### src/rtl/clock_group_pkg.sv
// Clock-group reset sequencer shared types.
// Sequencer state and counter width helpers.
package clock_group_pkg;

  typedef enum logic [1:0] {
    HOLD,
    RELEASE,
    RUN
  } seq_state_e;

  function automatic int cnt_width(
    input int stagger
  );
    return $clog2(stagger + 1);
  endfunction

  function automatic int idx_width(
    input int n
  );
    return $clog2(n + 1);
  endfunction

endpackage

### src/rtl/reset_sync_chain.sv
// Reset synchroniser: async assert, sync deassert.
// Output rises STAGES edges after reset release.
module reset_sync_chain #(
  parameter int STAGES = 2
) (
  input  logic clk_i,
  input  logic rst_ni,
  output logic rst_sync_o
);

  logic [STAGES-1:0] chain_q;

  // Shift ones in after release; assertion clears the chain at once.
  always_ff @(posedge clk_i or negedge rst_ni) begin
    if (!rst_ni) begin
      chain_q <= '0;
    end else begin
      chain_q <= {chain_q[STAGES-2:0], 1'b1};
    end
  end

  assign rst_sync_o = chain_q[STAGES-1];

endmodule

### src/rtl/clock_group_reset_sequencer.sv
// Staggered reset release for N clock-group members,
// with per-member soft reset and completion ack.
module clock_group_reset_sequencer
  import clock_group_pkg::*;
#(
  parameter int N_MEMBERS   = 4,
  parameter int SYNC_STAGES = 2,
  parameter int STAGGER     = 8
) (
  input  logic                 clock,
  input  logic                 reset,
  input  logic [N_MEMBERS-1:0] auto_in_reset_req,
  output logic [N_MEMBERS-1:0] auto_out_member_reset,
  output logic [N_MEMBERS-1:0] auto_out_member_clock_en,
  output logic [N_MEMBERS-1:0] auto_out_reset_ack,
  output logic                 seq_done
);

  localparam int CW = cnt_width(STAGGER);
  localparam int IW = idx_width(N_MEMBERS);
  localparam logic [CW-1:0] CNT_LAST = CW'(STAGGER - 1);
  localparam logic [IW-1:0] IDX_LAST = IW'(N_MEMBERS - 1);

  logic                 rst_sync;
  seq_state_e           state_q, state_d;
  logic [CW-1:0]        cnt_q, cnt_d;
  logic [IW-1:0]        idx_q, idx_d;
  logic                 stall_q, stall_d;
  logic                 done_q;
  logic                 req_cur;
  logic [N_MEMBERS-1:0] rel_set;

  reset_sync_chain #(
    .STAGES(SYNC_STAGES)
  ) u_sync (
    .clk_i     (clock),
    .rst_ni    (reset),
    .rst_sync_o(rst_sync)
  );

  // Request of the member currently next in line.
  always_comb begin
    req_cur = 1'b0;
    for (int k = 0; k < N_MEMBERS; k++) begin
      if (idx_q == IW'(k)) begin
        req_cur = auto_in_reset_req[k];
      end
    end
  end

  // Release sequencer next state; a request at expiry stalls it.
  always_comb begin
    state_d = state_q;
    cnt_d   = cnt_q;
    idx_d   = idx_q;
    stall_d = stall_q;
    rel_set = '0;
    unique case (state_q)
      HOLD: begin
        if (rst_sync) begin
          state_d = RELEASE;
          cnt_d   = '0;
          idx_d   = '0;
          stall_d = 1'b0;
        end
      end
      RELEASE: begin
        if ((stall_q || cnt_q == CNT_LAST) && req_cur) begin
          cnt_d   = '0;
          stall_d = 1'b1;
        end else if (cnt_q == CNT_LAST) begin
          cnt_d   = '0;
          stall_d = 1'b0;
          idx_d   = idx_q + IW'(1);
          for (int k = 0; k < N_MEMBERS; k++) begin
            if (idx_q == IW'(k)) begin
              rel_set[k] = 1'b1;
            end
          end
          if (idx_q == IDX_LAST) begin
            state_d = RUN;
          end
        end else begin
          cnt_d   = cnt_q + CW'(1);
          stall_d = 1'b0;
        end
      end
      RUN: begin
      end
      default: begin
        state_d = HOLD;
      end
    endcase
  end

  // Sequencer state register; done latches one cycle after RUN.
  always_ff @(posedge clock or negedge reset) begin
    if (!reset) begin
      state_q <= HOLD;
      cnt_q   <= '0;
      idx_q   <= '0;
      stall_q <= 1'b0;
      done_q  <= 1'b0;
    end else begin
      state_q <= state_d;
      cnt_q   <= cnt_d;
      idx_q   <= idx_d;
      stall_q <= stall_d;
      done_q  <= (state_q == RUN);
    end
  end

  assign seq_done = done_q;

  for (genvar k = 0; k < N_MEMBERS; k++) begin : g_member
    logic          rst_q, rst_d;
    logic          rel_q, rel_d;
    logic          tail_q, tail_d;
    logic          ack_q, ack_d;
    logic          cen_q;
    logic [CW-1:0] tcnt_q, tcnt_d;

    // Initial release, then soft-reset hold and tail once released.
    always_comb begin
      rst_d  = rst_q;
      rel_d  = rel_q;
      tail_d = tail_q;
      tcnt_d = tcnt_q;
      ack_d  = 1'b0;
      if (rel_set[k]) begin
        rst_d = 1'b0;
        rel_d = 1'b1;
      end else if (rel_q) begin
        if (auto_in_reset_req[k]) begin
          rst_d  = 1'b1;
          tail_d = 1'b0;
          tcnt_d = '0;
        end else if (tail_q) begin
          if (tcnt_q == CNT_LAST) begin
            rst_d  = 1'b0;
            tail_d = 1'b0;
            tcnt_d = '0;
            ack_d  = 1'b1;
          end else begin
            tcnt_d = tcnt_q + CW'(1);
          end
        end else if (rst_q) begin
          tail_d = 1'b1;
          tcnt_d = '0;
        end
      end
    end

    // Enable drops with reset, returns a cycle after it clears.
    always_ff @(posedge clock or negedge reset) begin
      if (!reset) begin
        rst_q  <= 1'b1;
        rel_q  <= 1'b0;
        tail_q <= 1'b0;
        tcnt_q <= '0;
        ack_q  <= 1'b0;
        cen_q  <= 1'b0;
      end else begin
        rst_q  <= rst_d;
        rel_q  <= rel_d;
        tail_q <= tail_d;
        tcnt_q <= tcnt_d;
        ack_q  <= ack_d;
        cen_q  <= ~rst_q & ~rst_d;
      end
    end

    assign auto_out_member_reset[k]    = rst_q;
    assign auto_out_member_clock_en[k] = cen_q;
    assign auto_out_reset_ack[k]       = ack_q;
  end

endmodule

### config.mk
export PLATFORM = sky130hd
export DESIGN_NAME = clock_group_reset_sequencer
export DESIGN_NICKNAME = d
export VERILOG_FILES = /design/src/rtl/clock_group_pkg.sv /design/src/rtl/reset_sync_chain.sv /design/src/rtl/clock_group_reset_sequencer.sv
export SDC_FILE = /design/constraint.sdc
export NUM_CORES = 1
export LEC_CHECK = 0
export BUFFER_PORTS_ARGS = -buffer_cell sky130_fd_sc_hd__buf_2
export CAP_MARGIN = 20
export CELL_PAD_IN_SITES_DETAIL_PLACEMENT = 0
export CELL_PAD_IN_SITES_GLOBAL_PLACEMENT = 2
export CORE_AREA = 2 2 90 92
export CTS_BUF_LIST = sky130_fd_sc_hd__clkbuf_4 sky130_fd_sc_hd__clkbuf_8 sky130_fd_sc_hd__clkbuf_16
export CTS_CLUSTER_SIZE = 20
export DETAILED_ROUTE_END_ITERATION = 10
export DIE_AREA = 0 0 92 94
export PLACE_DENSITY = 0.69
export SYNTH_ARGS = -nofsm -noshare
export SYNTH_HDL_FRONTEND = slang
export SYNTH_SLANG_ARGS = --single-unit
### constraint.sdc
create_clock -name clock -period 2.3 [get_ports clock]
set_clock_uncertainty 0.1 [all_clocks]
set_input_delay 0.23 -clock clock [delete_from_list [all_inputs] [get_ports clock]]
set_output_delay 0.23 -clock clock [all_outputs]
set_load 0.05 [all_outputs]
# Word-level counts from Yosys, hierarchy flattened

Cells that the tools add are included.

Logic and storage cells: 186
Bits in registers: 49
Output and inout bits: 13

Equality and inequality tests: 14
Reductions and logical operators: 20
Muxes and demuxes: 99
Add/sub/neg operators: 6
Bitwise gates (word level): 17

Operator list:

| cell                | count |
|---|---|
| $mux 4              | 22 |
| $mux 1              | 66 |
| $add 4x1->4 const B | 5 |
| $eq 4x3->1 const B  | 5 |
| $not 1->1           | 13 |
| $reduce_and 3->1    | 4 |
| $reduce_bool 3->1   | 4 |
| $reduce_and 2->1    | 5 |
| $mux 3              | 3 |
| $mux 2              | 4 |
| $pmux 4 s2          | 1 |
| $eq 3x2->1 const B  | 2 |
| $ne 2x2->1 const B  | 3 |
| $pmux 2 s3          | 1 |
| $pmux 3 s2          | 1 |
| $reduce_and 5->1    | 1 |
| $and 1x1->1         | 4 |
| $reduce_and 4->1    | 1 |
| $add 3x1->3 const B | 1 |
| $eq 3x1->1 const B  | 1 |
| $logic_not 3->1     | 1 |
| $eq 2x1->1 const B  | 1 |
| $eq 2x2->1 const B  | 1 |
| $logic_not 2->1     | 1 |
| other kinds (5)     | 5 |

# Logic depth before layout (Yosys ltp)

Gate-level depths: netlist of the first run.

Depth after elaboration: 11
Depth in mapped cells: 8

# Cells and area by module

Synthesis of the first run repeated with hierarchy kept, for this count alone.

Cell total of the unflattened synthesis: 247
Area total of the unflattened synthesis: 2546.2 um^2

Modules (own cells, without submodules):

| module                      | instances | area each (um^2) | cells an instance |
|---|---|---|---|
| clock_group_reset_sequencer | 1         | 2492.4           | 244 |
| reset_sync_chain            | 1         | 53.8             | 3 |

# Worst setup path before layout of the first run

Ideal clock, no wire load.

Path type: flip-flop to flip-flop
Start: register idx_q[2]
End: register g_member[0].tcnt_q[3]
Data arrival time: 1993 ps
Path slack: 86 ps
Cell stages (with the launch flop): 8
Setup time: 121 ps
Data required time: 2079 ps
Cells stage by stage: dfrtp_1 > inv_2 > ha_1 > buf_2 > o31a_4 > o2111ai_4 > o311ai_2 > a22o_1

Word-level cells in the longest chain between the ends: 10
Elaborated cells between the ends (all ways): 15

RTL lines:

| element                               | RTL line                                                             | source |
|---|---|---|
| from (decl)                           | clock_group_reset_sequencer.sv:27                                    | `logic [IW-1:0] idx_q, idx_d;` |
| from (signal assigned)                | clock_group_reset_sequencer.sv:107                                   | `idx_q <= idx_d;` |
| $logic_not 3->1                       | clock_group_reset_sequencer.sv:45, clock_group_reset_sequencer.sv:76 |  |
| $mux 1 (4 in a row)                   | clock_group_reset_sequencer.sv:45                                    | `if (idx_q == IW'(k)) begin` |
| $logic_and 1x1->1                     | clock_group_reset_sequencer.sv:68                                    | `if ((stall_q \|\| cnt_q == CNT_LAST) && req_cur) begin` |
| $mux 4 (*)                            | clock_group_reset_sequencer.sv:68                                    |  |
| $mux 4 (*)                            | clock_group_reset_sequencer.sv:58                                    | `unique case (state_q)` |
| $not 1->1 (no source line) (*)        | --                                                                   |  |
| $reduce_and 3->1 (no source line) (*) | --                                                                   |  |
| to (signal assigned)                  | clock_group_reset_sequencer.sv:167                                   | `tcnt_q <= tcnt_d;` |
| to (decl)                             | clock_group_reset_sequencer.sv:121                                   | `logic [CW-1:0] tcnt_q, tcnt_d;` |

Mark *: on every way between the ends. The rest lies on a longest branch, timed or not.
A chain may end at the register's enable or synchronous reset.

# Worst setup path in the final report of the first run

Start: register idx_q[1]
End: register g_member[1].tcnt_q[1]

Word-level cells in the longest chain between the ends: 10
Elaborated cells between the ends (all ways): 15

RTL lines:

| element                               | RTL line |
|---|---|
| $logic_not 3->1                       | clock_group_reset_sequencer.sv:45 |
| $mux 1 (4 in a row)                   | clock_group_reset_sequencer.sv:45 |
| $logic_and 1x1->1                     | clock_group_reset_sequencer.sv:68 |
| $mux 4 (*)                            | clock_group_reset_sequencer.sv:68 |
| $mux 4 (*)                            | clock_group_reset_sequencer.sv:58 |
| $not 1->1 (no source line) (*)        | -- |
| $reduce_and 3->1 (no source line) (*) | -- |
| to (signal assigned)                  | clock_group_reset_sequencer.sv:167 |
| to (decl)                             | clock_group_reset_sequencer.sv:121 |

Marked as above.

==> impl_results.md, run 1 <==
* Cell taking the most area after synthesis: dfrtp_1
* Post-Syn Area at 2664 um2
* Total power at 3.215 mW
* Pin count of the biggest net entering global routing at 26
* Slew headroom at 0.5766
* Core area at 7607 um2
* Vias per cell at 5.114
* Most frequent cell after synthesis: dfrtp_1
* Crit Path Category: register to register
* CTS tree: done
* Worst path max stage delay at 400 ps
* Net count, final at 282
* Vias in the first global route at 1843
* I/O Buffers at 18
* Syn_area_per_cell at 10.70 um2
* Area growth syn-to-layout at 12.73%
* Clk root buf: clkbuf_8
* Fin cells at 369
* Yosys cell types at 63
* Comb pwr share at 0.398
* Wire length per cell at 14.37 um
* Top post-synthesis cells by count: 45 x dfrtp_1, 25 x nand2_1, 15 x nor2_1, 14 x buf_4
* Final GP Congestion at 0.8039
* DRT antenna net count at 0
* Crit. End Element: register
* Final Hold Violating Endpoints at 0
* Min Tclk post-route at 2200 ps
* Synth Register Bits at 49
* Leakage at 1.343 nW
* Critical path arrival at 2290 ps
* DIE AREA at 8648 um2
* Yosys top cell area share at 0.4227
* Final WS setup at 100.0 ps
* Worst path top cell family by delay: compound AO/OA/AOI/OAI gates
* Share of cells above drive strength 1 at 0.2285
* Clk pwr share at 0.201
* EDFF count, synth at 0
* Dpl ws at 14.53 ps
* Pint at 1.951 mW
* Crit path cell chain: inv_1 -> ha_1 -> a211oi_2 -> o21a_2 -> o2111ai_4 -> and2_1 -> a32o_1
* TritonCTS Sinks at 49
* Hold_ws at 114.5 ps
* Max Cap Viol at 0
* Pre-antenna DRT Iters at 4
* Die Span X at 92 um
* PwrDens at 1071 nW/um2
* Part of the cycle the worst path needs at 0.9565
* WL final at 5304 um
* Drc violations at 0
* Area contributors post-synth: dfrtp_1 42%, ha_1 4.7%, buf_4 3.9%
* Die span in y at 94 um
* DRT iter0 DRCs at 48
* H-tree depth at 2
* Worst VDD drop at 352.4 uV
* TNS Setup at 0 ps
* N_diodes at 0
* FP Rows at 32
* Gr ovfl total at 0
* Net Sw Frac at 0.3933
* I/O pins at 19
* Ys async rst share at 1.000
* Slowest CP cell: dfrtp_1
* Worst-Skew Late Latency at 300 ps
* F_max at 454.6 MHz
* Post-synth top flop: dfrtp_1
* Critical path peak fanout at 5
* Sequential share of power at 0.401
* Data required, critical path at 2390 ps
* Psw at 1.264 mW
* CTS clk-pin slew, worst paths at 80 ps
* Worst-Margin Slew at 635.2 ps
* RSZ-0062 raised after global routing: no
* Post-DP Area at 2825 um2
* Status: finished clean
* Clk buf depth at 2
* Layout Utilization at 0.3947
* Initial cell density of the core at 0.3502
* CP Launch Type: register
* Initial antenna violation count at 0
* GRT Resource Usage Total at 0.1320
* Final Instance Area at 3003 um2
* Wire length of the first global-routing pass at 9121 um
* Syn nets at 265
* Yosys synthesis warning count at 0
* Slew Limit Fails at 0
* DP Wirelength at 3793 um
* Dpl cells at 359
* # setup viols final at 0
* Sequential fraction of the synthesis area at 0.4622
* Hold WC Path Type: primary input to register
* Worst path bufs/invs at 1
* DR vias at 1887
* Total CTS buffers at 5
* Cells after synthesis at 249
-- cell type report --
class                      instances  area [um2]
clock buffer                       7       90.09
clock inverter                     1       30.03
fill                             756        4604
inverter                           8       30.03
multi-input combinational        174        1313
sequential                        49        1232
tap                              102       127.6
timing repair buffer              28       180.2
-- routing by layer --
metal  GRT usage  vias up  wire (um)
met5           0        -          0
met4     0.03358        0         36
met3     0.02970        4        155
met2      0.2059       24       2439
met1      0.1860      914       2672
li1            -      945          -
-- path summary, 6_finish.rpt --
path | depth (start not counted) | from | slack (ps) | to
setup / recovery | 7 | idx_q[1] | 100 | g_member[1].tcnt_q[1]
hold reg to reg | 0 | u_sync.chain_q[0] | 260 | u_sync.chain_q[1]
setup reg to reg | 7 | idx_q[1] | 100 | g_member[1].tcnt_q[1]
min in group asynchronous | 2 | reset | 380 | g_member[3].tcnt_q[1]
hold / removal | 2 | auto_in_reset_req[3] | 110 | g_member[3].cen_q
max in group asynchronous | 3 | reset | 1080 | g_member[3].rst_q
-- power groups by stage --
stage               registers, mW  logic (mW)  clock network [mW]
floorplan                    1.24        1.01                   0
global placement             1.29        1.23                   0
detailed placement           1.29        1.22                   0
CTS                          1.27        1.23               0.673
global route                 1.33        1.41               0.709
finish                       1.29        1.28               0.647
-- cell usage in the layout, fill, tap and decap left out, drive strengths merged, types with 7 or more instances in the layout --
| cell type | count |
|---|---|
| nor2b | 8 |
| a21oi | 8 |
| ha | 10 |
| nand3 | 10 |
| inv | 8 |
| buf | 27 |
| nor2 | 15 |
| clkbuf | 7 |
| dfrtp | 45 |
| nand2 | 25 |
| o21ai | 12 |
-- sequential cells by signal, indices dropped and copies added (netlist names) --
signal and count:
stall_q 1, g_member.ack_q 4, seq_done 1, g_member.rst_q 4
u_sync.chain_q 2, g_member.tcnt_q 16, idx_q 3, state_q 2
g_member.tail_q 4, g_member.rel_q 4, g_member.cen_q 4, cnt_q 4
-- logic make-up (layout without fill, tap and decap cells) --
| logic type | after synthesis | count (layout) | synth area share |
|---|---|---|---|
| fa+ha+maj | 10 | 10 | 0.04697 |
| mux | 2 | 2 | 0.007516 |
| flops | 49 | 49 | 0.4622 |
| simple gates | 89 | 89 | 0.1804 |
| other cells | 1 | 1 | 0.001408 |
| buf+inv | 26 | 44 | 0.05965 |
| compound gates | 72 | 72 | 0.2419 |
-- what timing repair did --
| action | 4_1_cts | 5_1_grt |
|---|---|---|
| resized for setup | 1 | 6 |
| hold buffers | 1 | 0 |
| endpoints found under the hold margin | 23 | 0 |
| cloned | 0 | 0 |
| buffers inserted | 0 | 1 |
| endpoints found under the setup margin | 1 | 17 |
Note: power is estimated with default switching activity, not from simulation.
==> inputs of run 2 (changes only) <==
--- a/config.mk
+++ b/config.mk
@@ -9,12 +9,12 @@
 export CAP_MARGIN = 20
 export CELL_PAD_IN_SITES_DETAIL_PLACEMENT = 0
 export CELL_PAD_IN_SITES_GLOBAL_PLACEMENT = 2
-export CORE_AREA = 2 2 90 92
+export CORE_AREA = 2 2 115 72
 export CTS_BUF_LIST = sky130_fd_sc_hd__clkbuf_4 sky130_fd_sc_hd__clkbuf_8 sky130_fd_sc_hd__clkbuf_16
 export CTS_CLUSTER_SIZE = 20
 export DETAILED_ROUTE_END_ITERATION = 10
-export DIE_AREA = 0 0 92 94
-export PLACE_DENSITY = 0.69
+export DIE_AREA = 0 0 117 74
+export PLACE_DENSITY = 0.7
 export SYNTH_ARGS = -nofsm -noshare
 export SYNTH_HDL_FRONTEND = slang
 export SYNTH_SLANG_ARGS = --single-unit
==> run 2 against run 1 <==
Compared with the run above:
- design area up 1.5%
- core utilization up 0.31 points
- first-iteration DRC count up 110%
- register-to-register slack worse by 20 ps
- worst setup slack worse by 24 ps
- via count up 1.1%
- largest power group is now combinational logic
==> impl_results.md, run 2 (synthesis results as in run 1) <==
* F_max at 449.6 MHz (-1.1%)
* Min Tclk post-route at 2224 ps (+24.11 ps)
* Status: finished clean
* DP Wirelength at 3975 um (+4.8%)
* Crit Path Category: register to register
* Initial cell density of the core at 0.3476 (-0.002573)
* WL final at 5343 um (+0.74%)
* Dpl ws at -3.468 ps (-17.99 ps)
* Slew headroom at 0.5677 (-0.008818)
* CP Launch Type: register
* Highest-count cells in the layout ignoring fill and taps: 45 x dfrtp_1, 25 x nand2_1, 18 x buf_2, 15 x nor2_1
* Slew Limit Fails at 0 (unchanged)
* Part of the cycle the worst path needs at 0.9670 (+0.01048)
* FP Rows at 25 (-22%)
* Worst-Skew Late Latency at 290 ps (about the same)
* Vias in the first global route at 1739 (-5.6%)
* Pre-antenna DRT Iters at 4 (unchanged)
* TritonCTS Sinks at 49 (unchanged)
* Clk root buf: clkbuf_16
* Worst-Margin Slew at 638.3 ps (+3.138 ps)
* FILL cells at 773 (+2.2%)
* Share of cells above drive strength 1 at 0.2239 (-0.004584)
* DIE AREA at 8658 um2 (+0.12%)
* CTS clk-pin slew, worst paths at 60 ps (-20 ps)
* GRT Resource Usage Total at 0.1357 (+0.003659)
* H-tree depth at 2 (unchanged)
* Max Cap Viol at 0 (unchanged)
* DR vias at 1908 (+1.1%)
* Final WS setup at 75.93 ps (-24.11 ps)
* Vias per cell at 5.074 (-0.77%)
* Die Span X at 117 um (+27%)
* Gr ovfl total at 0 (unchanged)
* Layout Utilization at 0.3979 (+0.003141)
* Biggest register: g_member.tcnt_q
* Crit. Startpoint: idx_q[0]
* Commonest non-fill, non-tap cell in the layout: dfrtp_1
* Worst Reg-to-Reg Cells at 6 (-1)
* CTS tree: done
* Wire length of the first global-routing pass at 8963 um (-1.7%)
* Worst VDD drop at 353.6 uV (+0.32%)
* Pin count of the biggest net entering global routing at 27 (+3.8%)
* Largest register FFs at 16 (unchanged)
* DRT antenna net count at 0 (unchanged)
* Total CTS buffers at 5 (unchanged)
* Final GP Congestion at 0.7520 (-6.5%)
* PwrDens at 1102 nW/um2 (+3.0%)
* Critical path arrival at 2300 ps (about the same)
* Worst R2R Start: idx_q[0]
* Leakage at 1.347 nW (+0.30%)
* Die span in y at 74 um (-21%)
* N_diodes at 0 (unchanged)
* I/O Buffers at 18 (unchanged)
* Worst hold path depth at 2 (unchanged)
* Core area at 7664 um2 (+0.74%)
* Area growth syn-to-layout at 14.47%
* Initial antenna violation count at 0 (unchanged)
* Data required, critical path at 2380 ps (about the same)
* Hold Startpoint: auto_in_reset_req[0]
* I/O pins at 19 (unchanged)
* Clk buf depth at 2 (unchanged)
* # setup viols final at 0 (unchanged)
* Critical path peak fanout at 6 (+1)
* Crit. End Element: register
* Net count, final at 283 (+0.35%)
* Wire length per cell at 14.21 um (-1.1%)
* RSZ-0062 raised after global routing: no
* Final Hold Violating Endpoints at 0 (unchanged)
* Drc violations at 0 (unchanged)
* DRT iter0 DRCs at 100 (+110%)
* Hold WC Path Type: primary input to register
==> run 2: cell types whose count changed in the layout (fill, tap and decap cells not counted), sizes merged <==
cell and change:
buf +1, clkbuf +1, bufinv -1
==> run 2: timing repair <==
| action | in CTS | in global routing |
|---|---|---|
| pin swaps | 0 | 1 |
| setup buffers | 0 | 1 |
| setup endpoints to repair | 1 | 23 |
| hold endpoints to repair | 20 | 0 |
| hold buffers | 1 | 0 |
| gates resized for setup | 1 | 6 |
==> run 2: metal layers <==
metal | up-vias | GRT usage | wire, um
li1 | 952 | - | -
met1 | 907 | 0.2196 | 3023
met2 | 42 | 0.1599 | 1941
met3 | 7 | 0.04401 | 305
met4 | 0 | 0.05229 | 72
met5 | - | 0 | 0
==> run 2: worst max-delay path, stage by stage (launching register included) <==
cell       delay, ps
dfrtp_1          420
ha_1             250
ha_4             200
o31a_4           390
o2111ai_4        250
o311ai_1         240
a32o_1           260
==> run 2: path summary, 6_finish.rpt <==
path / to / slack, ps
min reg2reg: u_sync.chain_q[1] / 250
max in group asynchronous: g_member[3].rst_q / 1110
min in group asynchronous: g_member[2].tcnt_q[1] / 380
max: g_member[1].tcnt_q[0] / 80
min: g_member[0].tail_q / 130
max reg2reg: g_member[1].tcnt_q[0] / 80
==> run 2: area by class of cell <==
class	instances	area, um2	share of cell area
Tap cell	108	135.1	0.04432
Multi-Input combinational cell	174	1318	0.4321
Clock buffer	8	147.6	0.04842
Sequential cell	49	1231	0.4038
Timing Repair Buffer	29	187.7	0.06155
Inverter	8	30.03	0.009848
==> run 2: power breakdown <==
group          switching (mW)  total, mW  internal (mW)  leakage (nW)
registers               0.218       1.29           1.07         0.626
clock network           0.306      0.747          0.441        0.0754
logic                   0.781       1.33          0.547         0.646
total                    1.30       3.36           2.06          1.35
==> run 2: stage by stage <==
step / setup TNS, ps / power (mW) / area, um2 / hold WS, ps / instances
floorplan: 0 / 2.242 / 2664 / -165.6 / 249
global placement: 0 / 2.526 / 2840 / 173.7 / 366
detailed placement: -3.468 / 2.530 / 2840 / 177.0 / 366
CTS: 0 / 3.288 / 2998 / 107.0 / 375
global route: 0 / 3.601 / 3049 / 132.4 / 376
finish: 0 / 3.361 / 3049 / 131.3 / 376
